**src/rtl/mips_multicycle.sv**
```systemverilog
// mips_multicycle: multi-cycle 32-bit MIPS core.
// A single FSM (FETCH/DECODE/EXEC/MEM/WB/HALT) shares one ALU and one unified
// memory port. The memory port uses a req/ready handshake, so the memory may
// insert any number of wait cycles.
// Supported: add/sub/and/or/slt, lw, sw, addi, beq, j.
// Ports:
//   clock, reset          rising-edge clock, synchronous active-high reset
//   mem_req/mem_we        request valid / write enable (held while mem_req=1)
//   mem_addr/mem_wdata    byte address (ADDR_W bits) / write data
//   mem_rdata/mem_ready   read data / completes the current request
//   pc                    PC register
//   ula_result            ALUOut register
//   halted                core is in HALT
module mips_multicycle #(
  parameter int unsigned        ADDR_W          = 32,
  parameter logic [ADDR_W-1:0]  RESET_PC        = '0,
  parameter bit                 HALT_ON_ILLEGAL = 1'b1
) (
  input  logic              clock,
  input  logic              reset,
  output logic              mem_req,
  output logic              mem_we,
  output logic [ADDR_W-1:0] mem_addr,
  output logic [31:0]       mem_wdata,
  input  logic [31:0]       mem_rdata,
  input  logic              mem_ready,
  output logic [ADDR_W-1:0] pc,
  output logic [31:0]       ula_result,
  output logic              halted
);

  localparam logic [5:0] OP_RTYPE = 6'h00;
  localparam logic [5:0] OP_J     = 6'h02;
  localparam logic [5:0] OP_BEQ   = 6'h04;
  localparam logic [5:0] OP_ADDI  = 6'h08;
  localparam logic [5:0] OP_LW    = 6'h23;
  localparam logic [5:0] OP_SW    = 6'h2B;

  localparam logic [5:0] FN_ADD = 6'h20;
  localparam logic [5:0] FN_SUB = 6'h22;
  localparam logic [5:0] FN_AND = 6'h24;
  localparam logic [5:0] FN_OR  = 6'h25;
  localparam logic [5:0] FN_SLT = 6'h2A;

  typedef enum logic [2:0] {
    S_FETCH, S_DECODE, S_EXEC, S_MEM, S_WB, S_HALT
  } state_t;

  state_t      state;
  logic [31:0] ir;
  logic [31:0] a_reg;
  logic [31:0] b_reg;
  logic [31:0] regs [32];

  logic [5:0]  opcode;
  logic [5:0]  funct;
  logic [4:0]  rs, rt, rd, wb_dest;
  logic [31:0] imm_sext;
  logic [31:0] pc32;
  logic [31:0] branch_target;
  logic [31:0] jump_target;
  logic [31:0] eff_addr;
  logic [31:0] r_res;
  logic        r_legal;
  logic        illegal;

  assign opcode        = ir[31:26];
  assign rs            = ir[25:21];
  assign rt            = ir[20:16];
  assign rd            = ir[15:11];
  assign funct         = ir[5:0];
  assign imm_sext      = {{16{ir[15]}}, ir[15:0]};
  assign pc32          = 32'(pc);
  // pc already points past the branch, so this is PC+4-relative as in MIPS.
  assign branch_target = pc32 + {imm_sext[29:0], 2'b00};
  assign jump_target   = {pc32[31:28], ir[25:0], 2'b00};
  assign eff_addr      = a_reg + imm_sext;
  assign wb_dest       = (opcode == OP_RTYPE) ? rd : rt;

  always_comb begin
    r_res   = '0;
    r_legal = 1'b1;
    case (funct)
      FN_ADD:  r_res = a_reg + b_reg;
      FN_SUB:  r_res = a_reg - b_reg;
      FN_AND:  r_res = a_reg & b_reg;
      FN_OR:   r_res = a_reg | b_reg;
      FN_SLT:  r_res = {31'b0, $signed(a_reg) < $signed(b_reg)};
      default: r_legal = 1'b0;
    endcase
    case (opcode)
      OP_RTYPE:                          illegal = !r_legal;
      OP_J, OP_BEQ, OP_ADDI, OP_LW, OP_SW: illegal = 1'b0;
      default:                           illegal = 1'b1;
    endcase
  end

  // Memory outputs are registered; every transition into FETCH or MEM raises
  // the request in the same edge so zero-wait memory costs no extra cycle.
  // Only the first fetch after reset spends one cycle raising mem_req.
  always_ff @(posedge clock) begin
    if (reset) begin
      state      <= S_FETCH;
      pc         <= RESET_PC;
      ir         <= '0;
      a_reg      <= '0;
      b_reg      <= '0;
      ula_result <= '0;
      for (int unsigned i = 0; i < 32; i++) regs[i] <= '0;
      mem_req    <= 1'b0;
      mem_we     <= 1'b0;
      mem_addr   <= '0;
      mem_wdata  <= '0;
      halted     <= 1'b0;
    end else begin
      case (state)
        S_FETCH: begin
          if (mem_req && mem_ready) begin
            ir      <= mem_rdata;
            pc      <= pc + ADDR_W'(4);
            mem_req <= 1'b0;
            state   <= S_DECODE;
          end else if (!mem_req) begin
            mem_req  <= 1'b1;
            mem_we   <= 1'b0;
            mem_addr <= pc;
          end
        end
        S_DECODE: begin
          a_reg      <= regs[rs];
          b_reg      <= regs[rt];
          ula_result <= branch_target;
          if (illegal && HALT_ON_ILLEGAL) begin
            state  <= S_HALT;
            halted <= 1'b1;
          end else begin
            state <= S_EXEC;
          end
        end
        S_EXEC: begin
          if (illegal) begin
            state <= S_FETCH; mem_req <= 1'b1; mem_we <= 1'b0; mem_addr <= pc;
          end else begin
            case (opcode)
              OP_RTYPE: begin
                ula_result <= r_res;
                state      <= S_WB;
              end
              OP_ADDI: begin
                ula_result <= eff_addr;
                state      <= S_WB;
              end
              OP_LW, OP_SW: begin
                ula_result <= eff_addr;
                state      <= S_MEM;
                mem_req    <= 1'b1;
                mem_we     <= (opcode == OP_SW);
                mem_addr   <= ADDR_W'(eff_addr);
                mem_wdata  <= b_reg;
              end
              OP_BEQ: begin
                state   <= S_FETCH;
                mem_req <= 1'b1;
                mem_we  <= 1'b0;
                if (a_reg == b_reg) begin
                  pc       <= ADDR_W'(ula_result);
                  mem_addr <= ADDR_W'(ula_result);
                end else begin
                  mem_addr <= pc;
                end
              end
              OP_J: begin
                pc       <= ADDR_W'(jump_target);
                mem_addr <= ADDR_W'(jump_target);
                mem_req  <= 1'b1;
                mem_we   <= 1'b0;
                state    <= S_FETCH;
              end
              default: begin
                state <= S_FETCH; mem_req <= 1'b1; mem_we <= 1'b0; mem_addr <= pc;
              end
            endcase
          end
        end
        S_MEM: begin
          if (mem_req && mem_ready) begin
            if (mem_we) begin
              state    <= S_FETCH;
              mem_req  <= 1'b1;
              mem_we   <= 1'b0;
              mem_addr <= pc;
            end else begin
              ula_result <= mem_rdata;
              mem_req    <= 1'b0;
              state      <= S_WB;
            end
          end
        end
        S_WB: begin
          if (wb_dest != 5'd0) regs[wb_dest] <= ula_result;
          state    <= S_FETCH;
          mem_req  <= 1'b1;
          mem_we   <= 1'b0;
          mem_addr <= pc;
        end
        S_HALT: begin
          mem_req <= 1'b0;
          halted  <= 1'b1;
        end
        default: state <= S_FETCH;
      endcase
    end
  end

endmodule

```
**config.mk**
```make
export PLATFORM = sky130hd
export DESIGN_NAME = mips_multicycle
export DESIGN_NICKNAME = d
export VERILOG_FILES = /design/src/rtl/mips_multicycle.sv
export SDC_FILE = /design/constraint.sdc
export NUM_CORES = 2
export LEC_CHECK = 0
export CORE_UTILIZATION = 35
export DETAILED_ROUTE_END_ITERATION = 10
export PLACE_DENSITY = 0.62
export SLEW_MARGIN = 20
export SYNTH_ARGS = -nofsm -noshare
export SYNTH_HDL_FRONTEND = slang
export SYNTH_SLANG_ARGS = --single-unit
```
**constraint.sdc**
```tcl
create_clock -name clock -period 3.4 [get_ports clock]
set_input_delay 0.34 -clock clock [delete_from_list [all_inputs] [get_ports clock]]
set_output_delay 0.34 -clock clock [all_outputs]
set_load 0.005 [all_outputs]
```
### Word-level counts from Yosys, hierarchy flattened

Memory sizes are Yosys's and may differ from the RTL's. A register that Yosys moved wholly into a read port is not among the register bits.
Index checks and enable logic that the tools add are counted.
W data, S select, Z words.

* memory bits (writable): 1024
* logic and storage cells: 127
* register bits after elaboration: 166
* output and inout port bits: 131
* memories kept: 1
* input port bits: 35

Memories
* regs: depth 32, bits a word 32, read ports 2, clocked after Yosys merged registers in 2, write ports 32, line 53 `logic [31:0] regs [32];`

* reductions and logical operators: 26
* muxes and demuxes: 51
* add/subtract/negate cells: 5
* eq/ne operators: 29
* $lt $le $gt $ge: 1
* bitwise operators: 4

Operators with widths (number)
* $mux W32: 12
* $pmux W32 S4: 2
* $pmux W32 S2: 3
* $pmux W32 S5: 1
* $add A32 B32 Y32: 3
* $pmux W32 S3: 1
* $eq A6 B6 Y1 const B: 7
* $add A32 B3 Y32 const B: 1
* $and A32 B32 Y32: 1
* $eq A32 B32 Y1: 1
* $lt A32 B32 Y1: 1
* $or A32 B32 Y32: 1
* $reduce_or A32 Y1: 1
* $sub A32 B32 Y32: 1
* $ne A2 B2 Y1 const B: 10
* $mux W1: 18
* $mux W3: 5
* $pmux W3 S5: 1
* $reduce_and A5 Y1: 3
* $mux W5: 2
* $reduce_bool A5 Y1: 2
* $reduce_or A5 Y1: 2
* $reduce_and A3 Y1: 3
* $eq A3 B2 Y1 const B: 2
* other kinds (24): 32

### Depth between registers and ports, before layout

* word-level depth: 9
* gate-level depth with buffers: 15
* depth with buffers taken out: 13

### Worst setup path before layout

No wires, ideal clock.

* kind: reg2reg
* start: reg ir[15]
* end: reg ula_result[28]
* data arrival time: 3.269 ns
* path slack: 0.009 ns
* buffers on the path: 0
* required time: 3.278 ns
* library setup time: 0.122 ns
* stages on the path, launching flop included: 12
* clock period less this slack: 3.391 ns
* path through: dfxtp_1 ha_1 a211o_1 a21oi_1 nand2_1 a221oi_1 a21oi_1 o41ai_2 a21boi_1 or3_1 a21oi_1 o31ai_1

* word-level cells in the longest chain between the ends: 4
* elaborated cells on any way between the ends: 5
* those cells by class: add/sub (2); mux (3)

RTL lines
* start, declared: line 50 `logic [31:0] ir;`
* start signal, assigned: line 119 `ir <= mem_rdata;`
* $add A32 B32 Y32: line 77 `assign eff_addr = a_reg + imm_sext;`
* $pmux W32 S2: line 144 `case (opcode)`
* $mux W32: line 141 `if (illegal) begin`
* $pmux W32 S3 *: line 116 `case (state)`
* end signal, assigned: line 146 `ula_result <= r_res;`
* end signal, assigned: line 150 `ula_result <= eff_addr;`
* end signal, assigned: line 154 `ula_result <= eff_addr;`
* end, declared: line 28 `output logic [31:0] ula_result,`

Every way passes the cells marked *; elsewhere a longest branch is shown, timed or not. The select of a mux whose other input is x is not followed.
A chain may end at the register's enable or synchronous reset.

### Final worst setup path

* start: reg a_reg[6] (read register of regs)
* end: reg ula_result[25]

* word-level cells in the longest chain between the ends: 5
* elaborated cells on any way between the ends: 7
* those cells by class: add/sub (3); mux (4)

RTL lines
* start, declared: line 51 `logic [31:0] a_reg;`
* $sub A32 B32 Y32 or $add A32 B32 Y32 (tied branches): line 85, 84
* $pmux W32 S5: line 83 `case (funct)`
* $pmux W32 S2 *: line 144
* $mux W32 *: line 141
* $pmux W32 S3 *: line 116

Marked as above.

==> metrics.txt <==
critical path class register to register; Residual DRC 0; most common cell in the netlist edfxtp_1; cts hold-fix bufs 0; Util after Layout 41.9%; Cell Rows 167; area of the die 0.210 sq mm; CTS tree done; DP Cell Count 8790; placed cell areas 0.0818 sq mm; Post-synth EDFFs 1024; fin crit period 3.36 ns; post-route setup slack 0.0381 ns; Startpoint Class register; register area share after synthesis 48.5%; post-synthesis async set-or-reset flop share 0%; layout cell share with drive strength beyond 1 26.5%; Max Freq 297 MHz; syn_area_per_cell 12.7 sq um; largest family of logic cells by synthesized area multiplexers; Die W 459 um; delay-heaviest family, CP compound AO/OA/AOI/OAI gates; largest cells by area after synthesis edfxtp_1 (42%), mux4_2 (20%), and2_1 (8.6%); largest reg by FF count regs; Crit Reg-Reg Startpoint a_reg[6]; Arr. time, crit path 4.03 ns; DR pass1 iterations 6; dpl ws -0.211 ns; #FFs+latches synth 1254; I/O Pins 166; global placer's final weighted congestion 0.988; VDD IR-drop max 496 uV; DRT iter0 DRCs 7228; Synth Instances 5757; CP max-delay cell a211oi_1; Final Cell Area 0.0867 sq mm; Via Count 54200; Clock Skews 0.0390 ns; Initial Utilization 35.2%; Least-Margin Pin Slew 1.18 ns; Adder-Cell Fraction of Synth Area 3.01%; Rel. slew slack 20.6%; Synth Area in Simple Gates 14.2%; number of global-route vias before repair 52800; hold depth 3; nets 6365; # clock sinks 1254; critical path capture point type register; H-tree depth 4; later-pin clock latency in the skew report 0.79 ns; status finished clean; GRT Overall Usage 25.9%; Leakage 30.1 nW; first-pass GRT wire length 391 mm; Worst-path clk slew 0.06 ns; Synth Flop Type edfxtp_1; unrepaired setup endpoints after global routing true; dpl hpwl 188 mm; YS warnings 0; compound-gate portion of the synthesized area 8.68%; post-route ant nets 0; Core Box Area 0.207 sq mm; R2R setup slack 0.04 ns; Vias/cell 5.98; most frequent cells after synthesis edfxtp_1 (1024), and2_1 (1002), mux4_2 (640), clkbuf_1 (406), a21oi_1 (313); Fin. Hold Viols 0; Post-Syn Area 0.0730 sq mm; Netlist cell types 94; Yosys top cell area share 42.1%; WL final 278 mm; CP peak stage delay 0.37 ns; Routed WL per cell 30.7 um; CP most frequent cell buf_4; Synth area leader edfxtp_1; Max Root-Sink Buffers 3; PD cells 504 mW/mm^2; max_cap viols 0; Largest register FFs 1024; synthesis-to-layout area growth 18.9%; post-route clock period utilization 98.9%; Setup-failing EPs final 0; Overflow after GRT 0; mux cell area share after synthesis 21.3%; initial antenna violation count 19; Buf/Inv on CP 3; Required @ worst endpoint 4.07 ns; worst-path cell chain buf_4, ha_1, a211oi_1, o21bai_1, o211ai_1, buf_4, o211ai_1, a21oi_2, buf_4, o31ai_1, xnor2_1, o21ai_0, a21o_1, a311oi_1; Port Buffer Count 165; reg-to-reg endpoint ula_result[25]; Num CTS Buffers 140; Final Max Tran Viols 0; Post-Synth XOR/XNOR Area 0.708%; height of the die 459 um; Hold Startpoint reset; Clock Root Buffer clkbuf_16; final std cells w/o fill 9060; Hold Path Sink a_reg[3]; Worst Hold Class primary input to register; largest net degree at the start of global routing 130; hold_ws 0.153 ns; crit path max fanout 5; worst-case reg-to-reg path depth 14
## tightest hold or removal path: stages
cell and delay, ns:
buf_8 0.11, buf_12 0.19, a211oi_1 0.22
## layer usage
layer / wire length (um) / vias up / track usage, % / part of all wire (%)
met2: 127000 / 3317 / 40.5 / 46
met5: 33 / - / 0 / 0.012
met3: 30000 / 616 / 5.78 / 11
li1: - / 22700 / - / -
met4: 12400 / 6 / 11.0 / 4.4
met1: 108000 / 27600 / 34.5 / 39
## cells in the final DEF (no fill, tap or decap), types with 96 or more instances in the layout
master           instances
mux4_2                 640
ha_1                   152
a211oi_1               110
a21oi_1                304
and2_1                1001
nand2_1                263
clkdlybuf4s50_1        164
edfxtp_1              1024
nor2_1                 266
mux2i_1                 96
inv_1                  125
o21ai_0                132
buf_4                  523
clkbuf_16              143
dfxtp_1                209
## final cells by class
cell class,count,area [sq um]
Sequential cell,1254,35400
Clock buffer,186,3750
Tap cell,2788,3490
Antenna cell,6,15.0
Timing Repair Buffer,773,7260
Inverter,128,480
Fill cell,19100,120000
Clock inverter,65,572
Multi-Input combinational cell,3860,35800
## report_power, final
part | switching, mW | internal [mW] | leakage, nW
clock network | 6.56 | 8.18 | 2.09
logic | 6.59 | 4.52 | 15.6
registers | 0.642 | 17.3 | 12.4
total | 13.8 | 30.0 | 30.1
## metrics by stage
stage | TNS (ns) | power [mW]
after detailed placement | -0.707 | 28.8
after CTS | 0 | 43.5
after global placement | -0.955 | 28.7
after global routing | -0.298 | 45.0
after floorplan | 0 | 23.7
final | 0 | 43.8
## cells by family (layout without fill, tap and decap cells)
group | Yosys count | after routing
AOI/OAI and AO/OA | 963 | 963
xor gates and xnor gates | 59 | 59
adders and majority gates | 173 | 173
buffers and inverters | 674 | 1152
DFF | 1254 | 1254
muxes | 748 | 748
other | 1 | 38
and+or+nand+nor | 1885 | 1885
## worst max-delay path by stage
stage | start | to | depth (start not counted)
detailed placement | a_reg[1] | ula_result[31] | 13
floorplan | ir[15] | ula_result[28] | 11
global route | a_reg[3] | mem_addr[7] | 14
finish | a_reg[6] | ula_result[25] | 14
global placement | a_reg[1] | ula_result[31] | 13
CTS | a_reg[3] | pc[31] | 13
## timing repair
item	CTS	global route
buffers inserted	1	11
gates cloned	0	1
endpoints found under the setup margin	10	56
resized for setup	20	109
pin swaps	4	33
(Power assumes the default switching activity.)
